File: src/rtl/reg_scoreboard.sv
// Register scoreboard: per-register pending-write counters between decode and write-back.
// Raises a combinational stall on RAW hazards or when a destination's counter is saturated.
module reg_scoreboard #(
  parameter int NUM_REGS  = 32,
  parameter int CNT_W     = 2,
  parameter bit BYPASS_WB = 1'b1
) (
  input  logic                clk,
  input  logic                rst,
  input  logic                issue_valid_i,
  input  logic                rs1_read_i,
  input  logic [4:0]          rs1_addr_i,
  input  logic                rs2_read_i,
  input  logic [4:0]          rs2_addr_i,
  input  logic                wreg_i,
  input  logic [4:0]          wd_i,
  input  logic                wb_valid_i,
  input  logic [4:0]          wb_addr_i,
  input  logic                flush_i,
  output logic                stall_req_o,
  output logic                issue_fire_o,
  output logic [NUM_REGS-1:0] busy_o,
  output logic [5:0]          inflight_o,
  output logic                err_o
);

  localparam logic [CNT_W-1:0] CNT_MAX = '1;
  localparam logic [CNT_W-1:0] CNT_ONE = CNT_W'(1);

  logic [CNT_W-1:0] cnt_q [NUM_REGS];
  logic [CNT_W-1:0] cnt_d [NUM_REGS];
  logic [5:0]       inflight_q, inflight_d;
  logic             err_q, err_d;

  logic rs1_blk, rs2_blk, dst_full, stall, fire;
  logic inc_any, dec_any, wb_orphan;

  // NOTE: every always_comb output gets a default first so no path leaves it unassigned (no latch).
  always_comb begin
    rs1_blk = rs1_read_i && (rs1_addr_i != '0) && (cnt_q[rs1_addr_i] != '0);
    if (BYPASS_WB && (cnt_q[rs1_addr_i] == CNT_ONE) && wb_valid_i && (wb_addr_i == rs1_addr_i))
      rs1_blk = 1'b0;

    rs2_blk = rs2_read_i && (rs2_addr_i != '0) && (cnt_q[rs2_addr_i] != '0);
    if (BYPASS_WB && (cnt_q[rs2_addr_i] == CNT_ONE) && wb_valid_i && (wb_addr_i == rs2_addr_i))
      rs2_blk = 1'b0;

    // A write-back in the same cycle does not free a saturated destination.
    dst_full  = wreg_i && (wd_i != '0) && (cnt_q[wd_i] == CNT_MAX);
    stall     = issue_valid_i && (rs1_blk || rs2_blk || dst_full);
    fire      = rst && issue_valid_i && !stall && !flush_i;

    inc_any   = fire && wreg_i && (wd_i != '0);
    dec_any   = wb_valid_i && (wb_addr_i != '0) && (cnt_q[wb_addr_i] != '0);
    wb_orphan = wb_valid_i && (wb_addr_i != '0) && (cnt_q[wb_addr_i] == '0);
  end

  always_comb begin
    cnt_d[0] = '0;
    for (int r = 1; r < NUM_REGS; r++) begin
      cnt_d[r] = cnt_q[r];
      if (flush_i)
        cnt_d[r] = '0;
      else if (inc_any && (wd_i == 5'(r)) && !(dec_any && (wb_addr_i == 5'(r))))
        cnt_d[r] = cnt_q[r] + CNT_ONE;
      else if (dec_any && (wb_addr_i == 5'(r)) && !(inc_any && (wd_i == 5'(r))))
        cnt_d[r] = cnt_q[r] - CNT_ONE;
    end
  end

  always_comb begin
    inflight_d = inflight_q;
    if (flush_i)
      inflight_d = '0;
    else if (inc_any && !dec_any && (inflight_q != 6'd63))
      inflight_d = inflight_q + 6'd1;
    else if (dec_any && !inc_any && (inflight_q != 6'd0))
      inflight_d = inflight_q - 6'd1;

    err_d = err_q || (wb_orphan && !flush_i);
  end

  // NOTE: the counter array is a bank of flops, not a RAM, so it is reset like any other state.
  always_ff @(posedge clk or negedge rst) begin
    if (!rst) begin
      for (int r = 0; r < NUM_REGS; r++) cnt_q[r] <= '0;
      inflight_q <= '0;
      err_q      <= 1'b0;
    end else begin
      // NOTE: non-blocking assignments keep every flop sampling pre-edge values.
      cnt_q      <= cnt_d;
      inflight_q <= inflight_d;
      err_q      <= err_d;
    end
  end

  always_comb begin
    busy_o = '0;
    for (int r = 1; r < NUM_REGS; r++) busy_o[r] = (cnt_q[r] != '0);
  end

  assign stall_req_o  = stall;
  assign issue_fire_o = fire;
  assign inflight_o   = inflight_q;
  assign err_o        = err_q;

endmodule

File: config.mk
export PLATFORM = sky130hd
export DESIGN_NAME = reg_scoreboard
export DESIGN_NICKNAME = d
export VERILOG_FILES = /design/src/rtl/reg_scoreboard.sv
export SDC_FILE = /design/constraint.sdc
export NUM_CORES = 1
export LEC_CHECK = 0
export CORE_MARGIN = 2
export CORE_UTILIZATION = 50
export CTS_CLUSTER_SIZE = 14
export DETAILED_ROUTE_END_ITERATION = 16
export PLACE_DENSITY = 0.78
export SLEW_MARGIN = 20
export SYNTH_ARGS = -nofsm -noshare
export SYNTH_HDL_FRONTEND = slang
export SYNTH_SLANG_ARGS = --single-unit
File: constraint.sdc
create_clock -name clk -period 6.4 [get_ports clk]
set_input_delay 1.28 -clock clk [delete_from_list [all_inputs] [get_ports clk]]
set_output_delay 1.28 -clock clk [all_outputs]
set_load 0.005 [all_outputs]
==> results.txt, run 1 <==
synth top area cells -> dfrtp_1, mux4_2, xnor2_1, xor2_1, mux2i_1
CP Capture Type -> primary output
crit-path max FO -> 9
nets -> 806
GR peak layer -> met2
drt drc -> 0
Die Y -> 116 µm
async set or reset register ratio after synthesis -> 100%
Layout Skew -> 8.15 ps
worst path bufs/invs -> 4
Synth top cells by count -> dfrtp_1, o21ai_0, nor3_1
Die W -> 116 µm
internal reg-to-reg setup slack -> 1830 ps
max capacitance violation total -> 0
most frequent cell after synthesis -> dfrtp_1
Syn Area/Cell -> 8.72 µm²
Worst Setup SP -> rs2_addr_i[1]
r2r endpoint -> inflight_o[5]
CTS tree -> built
M2 GR Usage -> 53.8%
Setup Crit Path Kind -> in2out
initial DRC count -> 832
Post-CTS Setup Inserts -> 0
final worst-path cycle share -> 87.8%
global-route track usage on met3 -> 9.70%
drt wl/cell -> 24.4 µm
post-synth top area share -> 27.4%
Area growth, synth to finish -> 18.0%
Post-synth EDFFs -> 0
Peak VDD IR -> 0.185 mV
Max Clk Rate -> 178 MHz
YS warnings -> 0
worst path arrival time -> 4340 ps
DP HPWL -> 16.8 mm
Die ar. -> 0.0135 mm²
Sink Count -> 69
register area share after synthesis -> 27.4%
Synth cell types -> 61
cts-stage hold buffer count -> 0
via/cell ratio -> 6.76
antenna violations before repair -> 0
dominant cell type by area after synthesis -> dfrtp_1
setup TNS -> 0 ps
row count -> 41
Syn Std Cell Area -> 0.00631 mm²
CTS root buf -> clkbuf_16
Top Ports -> 69
Worst-path clk slew -> 60 ps
Yosys reg bits -> 69
final wirelength -> 23.1 mm
hold path cells -> 2
Final Critical Period -> 5620 ps
Pins Over Slew Limit -> 0
share of cells above drive strength 1 -> 13.6%
worst-skew pair later-pin latency -> 350 ps
core area -> 0.0125 mm²
R2R cell count -> 14
post-CTS resize count -> 0
Slew HR -> 21.6%
highest-delay cell along the critical path -> clkdlybuf4s50_1
post-route ant nets -> 0
Most common cell on crit path -> clkdlybuf4s50_1
Critical Path RT -> 5120 ps
largest net degree at the start of global routing -> 75
Critical Path, Cell by Cell -> clkdlybuf4s50_1, buf_4, xor2_1, nor4_1, nand3_1, o211ai_1, o211a_1, nand4_1, inv_1, clkdlybuf4s50_1
worst slew pin tran -> 1170 ps
most used flip-flop cell after synthesis -> dfrtp_1
total congestion overflow -> 0
Levels on crit path -> 10
Hold Path End -> err_o
final setup fails -> 0
htree depth -> 3
first-pass GRT wire length -> 35.8 mm
vias in the first global route -> 6262
syn nets -> 757
Hold Crit Start -> err_o
Leak -> 0.00300 µW
RSZ-0062 raised after global routing -> false
# fillers -> 1111
worst min path class -> reg2reg
PortBufs -> 67
Max stage delay on crit path -> 840 ps
WHS -> 507 ps
R2R Path Start -> cnt_q[8]
met1 Usage GRT -> 49.1%
Placed Area -> 0.00713 mm²
post-route cell area -> 0.00744 mm²
synthesized netlist cell count -> 723
gr usage total -> 35.9%
diodes inserted -> 0
clk buf depth -> 2
Worst Setup Start Kind -> input port
TritonRoute pass-1 iters -> 7
initial core utilization -> 50.6%
Final GP Congestion -> 1.05
vias -> 6411
PD cells -> 168 mW/mm²
family with the most delay on the worst path -> buffers and inverters
outcome -> finished, final reports clean
CTS buffer count -> 9
endpoints failing hold -> 0
-- where the power goes --
part	internal [µW]	switching (µW)
combinational	110	153
clock	333	197
sequential	445	14.9
total	888	365
-- worst max-delay path by stage --
stage                     to  slack (ps)
2_1_floorplan  inflight_o[5]        1590
3_3_place_gp   inflight_o[5]         590
3_5_place_dp   inflight_o[5]         460
4_1_cts         issue_fire_o         800
5_1_grt        inflight_o[5]         520
6_report        issue_fire_o         780
-- final cells by class --
class	instances	area [µm²]	area share [%]
inverters	23	86.3	1.16
flip-flops and latches	69	1730	23.2
well taps	172	215	2.89
clock buffers	13	270	3.63
clock inverters	3	42.5	0.572
multi-input cells	579	4260	57.3
repair buffers	90	833	11.2
-- layout by cell type (no fill, tap or decap), drive strengths merged, types with 3 or more instances in the layout --
master / instances
nand2b: 6
nor3b: 3
o21bai: 3
nor2b: 29
mux2i: 29
dfrtp: 69
nand3: 26
a21oi: 26
nand4b: 4
o211ai: 8
nand3b: 3
o31ai: 9
nand2: 42
buf: 25
a211oi: 8
ha: 5
o2111ai: 3
nand4: 4
or4: 3
clkdlybuf4s50: 65
nor4: 23
mux2: 6
inv: 23
mux4: 31
or2: 31
o41ai: 8
nor2: 46
nor3: 49
clkbuf: 13
a31oi: 16
xnor2: 39
xor2: 36
and2: 7
o21ai: 53
-- metal layers --
layer  vias up  part of all wire (%)
met4         0                   4.2
li1       2747                     -
met2       488                    44
met3        73                    12
met5         -                     0
met1      3103                    40
-- worst min-delay path, stage by stage (launching register included) --
cell	delay, ps
dfrtp_1	360
inv_1	50
o41ai_1	60
-- flip-flops by register name, indices dropped and copies added, names as in the netlist --
signal / cells
err_o: 1
cnt_q: 62
inflight_o: 6
-- through the flow --
step	std cells	setup WS, ps	power, µW	utilization (%)
2_1_floorplan	723	1590	624	-
3_3_place_gp	933	585	720	57.2
3_5_place_dp	933	462	725	57.2
4_1_cts	949	804	1250	59.7
5_1_grt	949	523	1300	59.7
6_report	949	779	1250	59.7
-- logic make-up (layout without fill, tap and decap cells) --
kind of cell,count (synthesis),count (layout),share of synthesized area (%)
buf+inv,75,129,5.02
flops,69,69,27.4
xor+xnor,75,75,10.4
other cells,1,1,0.0595
mux,66,66,16.8
simple gates,282,282,23.7
compound gates,149,149,15.4
fa+ha+maj,6,6,1.31
(Power assumes the default switching activity.)
==> inputs of run 2 (changes only) <==
--- a/config.mk
+++ b/config.mk
@@ -5,11 +5,13 @@
 export SDC_FILE = /design/constraint.sdc
 export NUM_CORES = 1
 export LEC_CHECK = 0
+export CORE_ASPECT_RATIO = 0.6
 export CORE_MARGIN = 2
 export CORE_UTILIZATION = 50
 export CTS_CLUSTER_SIZE = 14
 export DETAILED_ROUTE_END_ITERATION = 16
 export PLACE_DENSITY = 0.78
+export SETUP_SLACK_MARGIN = 0.02
 export SLEW_MARGIN = 20
 export SYNTH_ARGS = -nofsm -noshare
 export SYNTH_HDL_FRONTEND = slang
==> run 2 against run 1 <==
Effect of this change: routed wire length is 7.2% higher; worst hold slack got worse by 14 ps; critical path depth increased by 1; non-clock buffer count is 4 higher; sequential share of layout area is 0.097 points lower; final cell count shrank 0.32%; fmax decreased by 1.5%; global-route usage grew 1.3 points; total power rose by 3.2%; via count up 1.0%; sequential power about the same; critical endpoint unchanged; highest routed layer unchanged.
==> results.txt, run 2 (same netlist as run 1, synthesis figures left out) <==
most frequent cells in the layout -> dfrtp_1, clkdlybuf4s50_1, o21ai_0
setup TNS -> 0 ps (unchanged)
worst path bufs/invs -> 5 (+1)
endpoints failing hold -> 0 (unchanged)
combinational power share -> 21.1% (about the same)
Critical Path, Cell by Cell -> clkdlybuf4s50_1, buf_4, buf_4, mux2i_1, mux4_2, mux2i_1, o211ai_1, o211a_1, nand4_1, inv_1, clkdlybuf4s50_1
vias in the first global route -> 6334 (+1.1%)
Post-CTS Setup Inserts -> 0 (unchanged)
final wirelength -> 24.8 mm (+7.2%)
internal reg-to-reg setup slack -> 1790 ps (-40 ps)
cts-stage hold buffer count -> 0 (unchanged)
family with the most delay on the worst path -> buffers and inverters
final worst slack -> 693 ps (-85.9 ps)
Max Clk Rate -> 175 MHz (-1.5%)
switching power -> 392 µW (+7.2%)
Worst-path clk slew -> 60 ps (about the same)
nets -> 810 (+0.50%)
Pins Over Slew Limit -> 0 (unchanged)
worst slew pin tran -> 1020 ps (-152 ps)
max capacitance violation total -> 0 (unchanged)
initial DRC count -> 992 (+19%)
Slew HR -> 31.7% (+10 points)
Die W -> 149 µm (+28%)
post-CTS resize count -> 0 (unchanged)
post-route ant nets -> 0 (unchanged)
Place WS -> 599 ps (+136 ps)
final setup fails -> 0 (unchanged)
vias -> 6475 (+1.0%)
highest-delay cell along the critical path -> clkdlybuf4s50_1
antenna violations before repair -> 0 (unchanged)
CTS root buf -> clkbuf_16
Flop pwr share -> 35.7% (-1.0 points)
Worst Setup SP -> rs2_addr_i[0]
internal power -> 902 µW (+1.6%)
non-filler instance count after layout -> 946 (-0.32%)
share of cells above drive strength 1 -> 14.1% (+0.44 points)
Die Y -> 91.0 µm (-22%)
Die ar. -> 0.0136 mm² (+0.22%)
total congestion overflow -> 0 (unchanged)
PortBufs -> 67 (unchanged)
final worst-path cycle share -> 89.2% (+1.3 points)
clock network fraction of design power -> 43.3% (+1.0 points)
outcome -> finished, final reports clean
DP HPWL -> 18.7 mm (+11%)
worst path arrival time -> 4430 ps (+90 ps)
Layout Skew -> 15.2 ps (+7.02 ps)
placed insts -> 930 (-0.32%)
crit-path max FO -> 10 (+1)
# fillers -> 1067 (-4.0%)
R2R Path Start -> cnt_q[10]
Critical Path RT -> 5120 ps (about the same)
Final Critical Period -> 5710 ps (+85.9 ps)
Area growth, synth to finish -> 18.5%
drt drc -> 0 (unchanged)
Sw Ratio -> 30.3% (+1.1 points)
CTS tree -> built
Worst Setup Start Kind -> input port
row count -> 31 (-24%)
gr usage total -> 37.2% (+1.3 points)
worst-skew pair later-pin latency -> 350 ps (about the same)
Max stage delay on crit path -> 610 ps (-230 ps)
TritonRoute pass-1 iters -> 5 (-2)
initial core utilization -> 51.8% (+1.2 points)
DR WL met2 -> 10.0 mm (-0.78%)
Hold Crit Start -> err_o
leading cell type in the layout, fill and taps excluded -> dfrtp_1
CP Capture Type -> primary output
htree depth -> 3 (unchanged)
CTS buffer count -> 9 (unchanged)
via/cell ratio -> 6.84 (+1.3%)
Leak -> 0.00302 µW (+0.67%)
first-pass GRT wire length -> 37.5 mm (+4.6%)
max layer used -> met4
Peak VDD IR -> 0.184 mV (-0.25%)
largest net degree at the start of global routing -> 75 (unchanged)
core area -> 0.0122 mm² (-2.3%)
RSZ-0062 raised after global routing -> false
sequential cell area -> 0.00173 mm² (unchanged)
Final GP Congestion -> 1.10 (+4.8%)
Sink Count -> 69 (unchanged)
Setup Crit Path Kind -> in2out
PD cells -> 173 mW/mm² (+2.8%)
Top Ports -> 69 (unchanged)
met1 wire length -> 10.5 mm (+14%)
largest register by flop count -> cnt_q
worst min path class -> reg2reg
WHS -> 493 ps (-14.0 ps)
Multi-input gate area -> 0.00426 mm² (unchanged)
drt wl/cell -> 26.2 µm (+7.5%)
clk buf depth -> 2 (unchanged)
max reg flops -> 62 (unchanged)
metal3 WL -> 3.77 mm (+32%)
diodes inserted -> 0 (unchanged)
-- run 2: layer usage --
metal | global-route usage (%) | vias up
li1 | - | 2757
met1 | 55.4 | 3171
met2 | 49.4 | 495
met3 | 14.0 | 52
met4 | 11.2 | 0
met5 | 0 | -
-- run 2: final cells by class --
class | count | share of cell area (%)
Inverter | 23 | 1.16
Clock inverter | 6 | 1.26
Sequential cell | 69 | 23.1
Multi-Input combinational cell | 579 | 57.1
Timing Repair Buffer | 94 | 11.6
Clock buffer | 10 | 3.07
Tap cell | 165 | 2.76
-- run 2: worst paths after layout --
kind,endpoint,cells after the start
max,issue_fire_o,11
min,err_o,2
max reg2reg,inflight_o[5],14
min reg2reg,err_o,2
max in group asynchronous,cnt_q[60],2
min in group asynchronous,cnt_q[31],2
-- run 2: worst reg2reg max path, stage by stage (launching register included) --
cell	delay (ps)
dfrtp_1	510
or2_1	350
mux4_2	480
a221oi_1	570
a21oi_2	140
o21bai_4	190
o31ai_1	90
or3_1	530
ha_1	390
a21oi_1	140
nand2_1	100
a21o_1	190
a21oi_1	210
mux2i_1	230
mux2_1	330
-- run 2: through the flow --
stage          utilization [%]  power (µW)  cell area [µm²]
2_1_floorplan                -         624             6310
3_3_place_gp              58.7         728             7150
3_5_place_dp              58.7         731             7150
4_1_cts                   61.3        1290             7470
5_1_grt                   61.3        1330             7470
6_report                  61.3        1290             7470
-- run 2: power groups by stage --
| stage | clock network, µW | registers (µW) | logic (µW) |
|---|---|---|---|
| floorplan | 0 | 463 | 161 |
| global placement | 0 | 467 | 261 |
| detailed placement | 0 | 468 | 263 |
| CTS | 562 | 460 | 265 |
| global route | 582 | 462 | 288 |
| finish | 560 | 461 | 273 |
==> inputs of run 3 (changes only) <==
--- a/config.mk
+++ b/config.mk
@@ -7,10 +7,10 @@
 export LEC_CHECK = 0
 export CORE_ASPECT_RATIO = 0.6
 export CORE_MARGIN = 2
-export CORE_UTILIZATION = 50
+export CORE_UTILIZATION = 57
 export CTS_CLUSTER_SIZE = 14
 export DETAILED_ROUTE_END_ITERATION = 16
-export PLACE_DENSITY = 0.78
+export PLACE_DENSITY = 0.86
 export SETUP_SLACK_MARGIN = 0.02
 export SLEW_MARGIN = 20
 export SYNTH_ARGS = -nofsm -noshare
==> run 3 against run 2 <==
Effect of this change: worst hold slack gained 68 ps; clock skew shrank 6.7 ps; largest power group unchanged; largest cell class unchanged; fmax shrank 1.1%.
==> results.txt, run 3 (same netlist as run 1, synthesis figures left out) <==
most frequent cells in the layout -> dfrtp_1, clkdlybuf4s50_1, o21ai_0
R2R cell count -> 16 (+2)
Setup Crit Path Kind -> in2out
Max Clk Rate -> 173 MHz (-1.1%)
Critical Path, Cell by Cell -> clkdlybuf4s50_1, mux4_2, mux2i_1, a31oi_1, o211ai_1, o211a_1, nand4_1, inv_1, clkdlybuf4s50_1
final wirelength -> 24.2 mm (-2.4%)
Layout Skew -> 8.49 ps (-6.69 ps)
max capacitance violation total -> 0 (unchanged)
Die ar. -> 0.0119 mm² (-12%)
CTS buffer count -> 9 (unchanged)
vias -> 6651 (+2.7%)
Hold Path End -> err_o
non-filler instance count after layout -> 916 (-3.2%)
CP Capture Type -> primary output
Area growth, synth to finish -> 17.1%
total congestion overflow -> 0 (unchanged)
htree depth -> 3 (unchanged)
gr usage total -> 40.8% (+3.7 points)
first-pass GRT wire length -> 36.7 mm (-2.0%)
Die Y -> 85.5 µm (-6.1%)
max reg flops -> 62 (unchanged)
r2r endpoint -> inflight_o[5]
largest register by flop count -> cnt_q
drt wl/cell -> 26.4 µm (+0.84%)
core area -> 0.0107 mm² (-12%)
Top Ports -> 69 (unchanged)
Hold Crit Start -> err_o
diodes inserted -> 0 (unchanged)
Worst Setup Start Kind -> input port
CTS root buf -> clkbuf_16
cts-stage hold buffer count -> 0 (unchanged)
setup TNS -> 0 ps (unchanged)
row count -> 29 (-6.5%)
share of cells above drive strength 1 -> 13.6% (-0.44 points)
Design Power -> 1250 µW (-3.4%)
worst min path class -> reg2reg
Worst-path clk slew -> 60 ps (about the same)
endpoints failing hold -> 0 (unchanged)
Post-CTS Setup Inserts -> 0 (unchanged)
post-CTS resize count -> 0 (unchanged)
vias in the first global route -> 6258 (-1.2%)
CTS tree -> built
Peak VDD IR -> 0.205 mV (+11%)
drt drc -> 0 (unchanged)
RSZ-0062 raised after global routing -> false
hold path cells -> 2 (unchanged)
via/cell ratio -> 7.26 (+6.1%)
outcome -> finished, final reports clean
Most common cell on crit path -> clkdlybuf4s50_1
Slew HR -> 36.4% (+4.7 points)
Final GP Congestion -> 1.07 (-3.1%)
leading cell type in the layout, fill and taps excluded -> dfrtp_1
initial core utilization -> 59.1% (+7.3 points)
DP HPWL -> 18.1 mm (-3.5%)
internal reg-to-reg setup slack -> 1990 ps (+200 ps)
Final Critical Period -> 5770 ps (+61.3 ps)
clk buf depth -> 2 (unchanged)
post-route ant nets -> 0 (unchanged)
Pins Over Slew Limit -> 0 (unchanged)
final worst-path cycle share -> 90.1% (+0.96 points)
worst-skew pair later-pin latency -> 340 ps (about the same)
PD cells -> 169 mW/mm² (-2.3%)
PortBufs -> 67 (unchanged)
worst path arrival time -> 4490 ps (+60 ps)
TritonRoute pass-1 iters -> 6 (+1)
Critical Path RT -> 5120 ps (about the same)
nets -> 806 (-0.49%)
R2R Path Start -> cnt_q[32]
Max stage delay on crit path -> 890 ps (+280 ps)
Multi-input gate area -> 0.00426 mm² (unchanged)
antenna violations before repair -> 0 (unchanged)
placed insts -> 900 (-3.2%)
largest net degree at the start of global routing -> 75 (unchanged)
initial DRC count -> 1045 (+5.3%)
final setup fails -> 0 (unchanged)
# fillers -> 861 (-19%)
Sink Count -> 69 (unchanged)
Die W -> 140 µm (-6.2%)
sequential cell area -> 0.00173 mm² (unchanged)
highest-delay cell along the critical path -> clkdlybuf4s50_1
crit-path max FO -> 9 (-1)
Leak -> 0.00299 µW (-1.1%)
worst slew pin tran -> 953 ps (-68.9 ps)
==> run 3: cell count changes in the layout (fill, tap and decap cells not counted) <==
| cell | before | now |
|---|---|---|
| bufinv_16 | 2 | 1 |
| buf_4 | 27 | 23 |
| clkinvlp_4 | 1 | 2 |
==> run 3: stage by stage <==
step / hold slack, ps / setup WS (ps) / util (%) / instance area (µm²)
6_report: 561 / 631 / 69.2 / 7380
5_1_grt: 586 / 567 / 69.2 / 7380
3_3_place_gp: 551 / 548 / 66.4 / 7080
4_1_cts: 544 / 745 / 69.2 / 7380
3_5_place_dp: 524 / 516 / 66.4 / 7080
2_1_floorplan: 454 / 1590 / - / 6310
==> run 3: power by group <==
group	internal [µW]	leakage (µW)	switching, µW
combinational	110	0.00189	158
sequential	445	0.000957	17.9
clock	306	0.000140	214
total	860	0.00299	389
==> run 3: how the worst max path moves through the flow <==
stage | startpoint | slack (ps) | to | cells after the start
floorplan | rs2_addr_i[2] | 1590 | inflight_o[5] | 17
global route | rs2_addr_i[1] | 570 | issue_fire_o | 9
finish | rs2_addr_i[1] | 630 | issue_fire_o | 9
global placement | rs1_addr_i[0] | 550 | inflight_o[5] | 16
CTS | rs2_addr_i[1] | 750 | issue_fire_o | 9
detailed placement | rs2_addr_i[1] | 520 | inflight_o[5] | 16
==> run 3: per-layer routing <==
metal	global-route usage (%)	up-vias	share of wire (%)
met5	0	-	0
met4	9.82	0	2.3
met3	18.7	84	17
met2	55.9	602	40
met1	58.8	3215	41
li1	-	2750	-
==> run 3: final cells by class <==
class | count | area share [%]
Clock buffer | 10 | 3.10
Clock inverter | 6 | 0.966
Inverter | 23 | 1.17
Multi-Input combinational cell | 579 | 57.7
Sequential cell | 69 | 23.4
Tap cell | 139 | 2.36
Timing Repair Buffer | 90 | 11.3
==> run 3: critical path, delay by kind of cell <==
kind	cells	cell delay, ps
AOI/OAI and AO/OA	3	550
buffers and inverters	3	1650
muxes	2	820
and+or+nand+nor	1	200
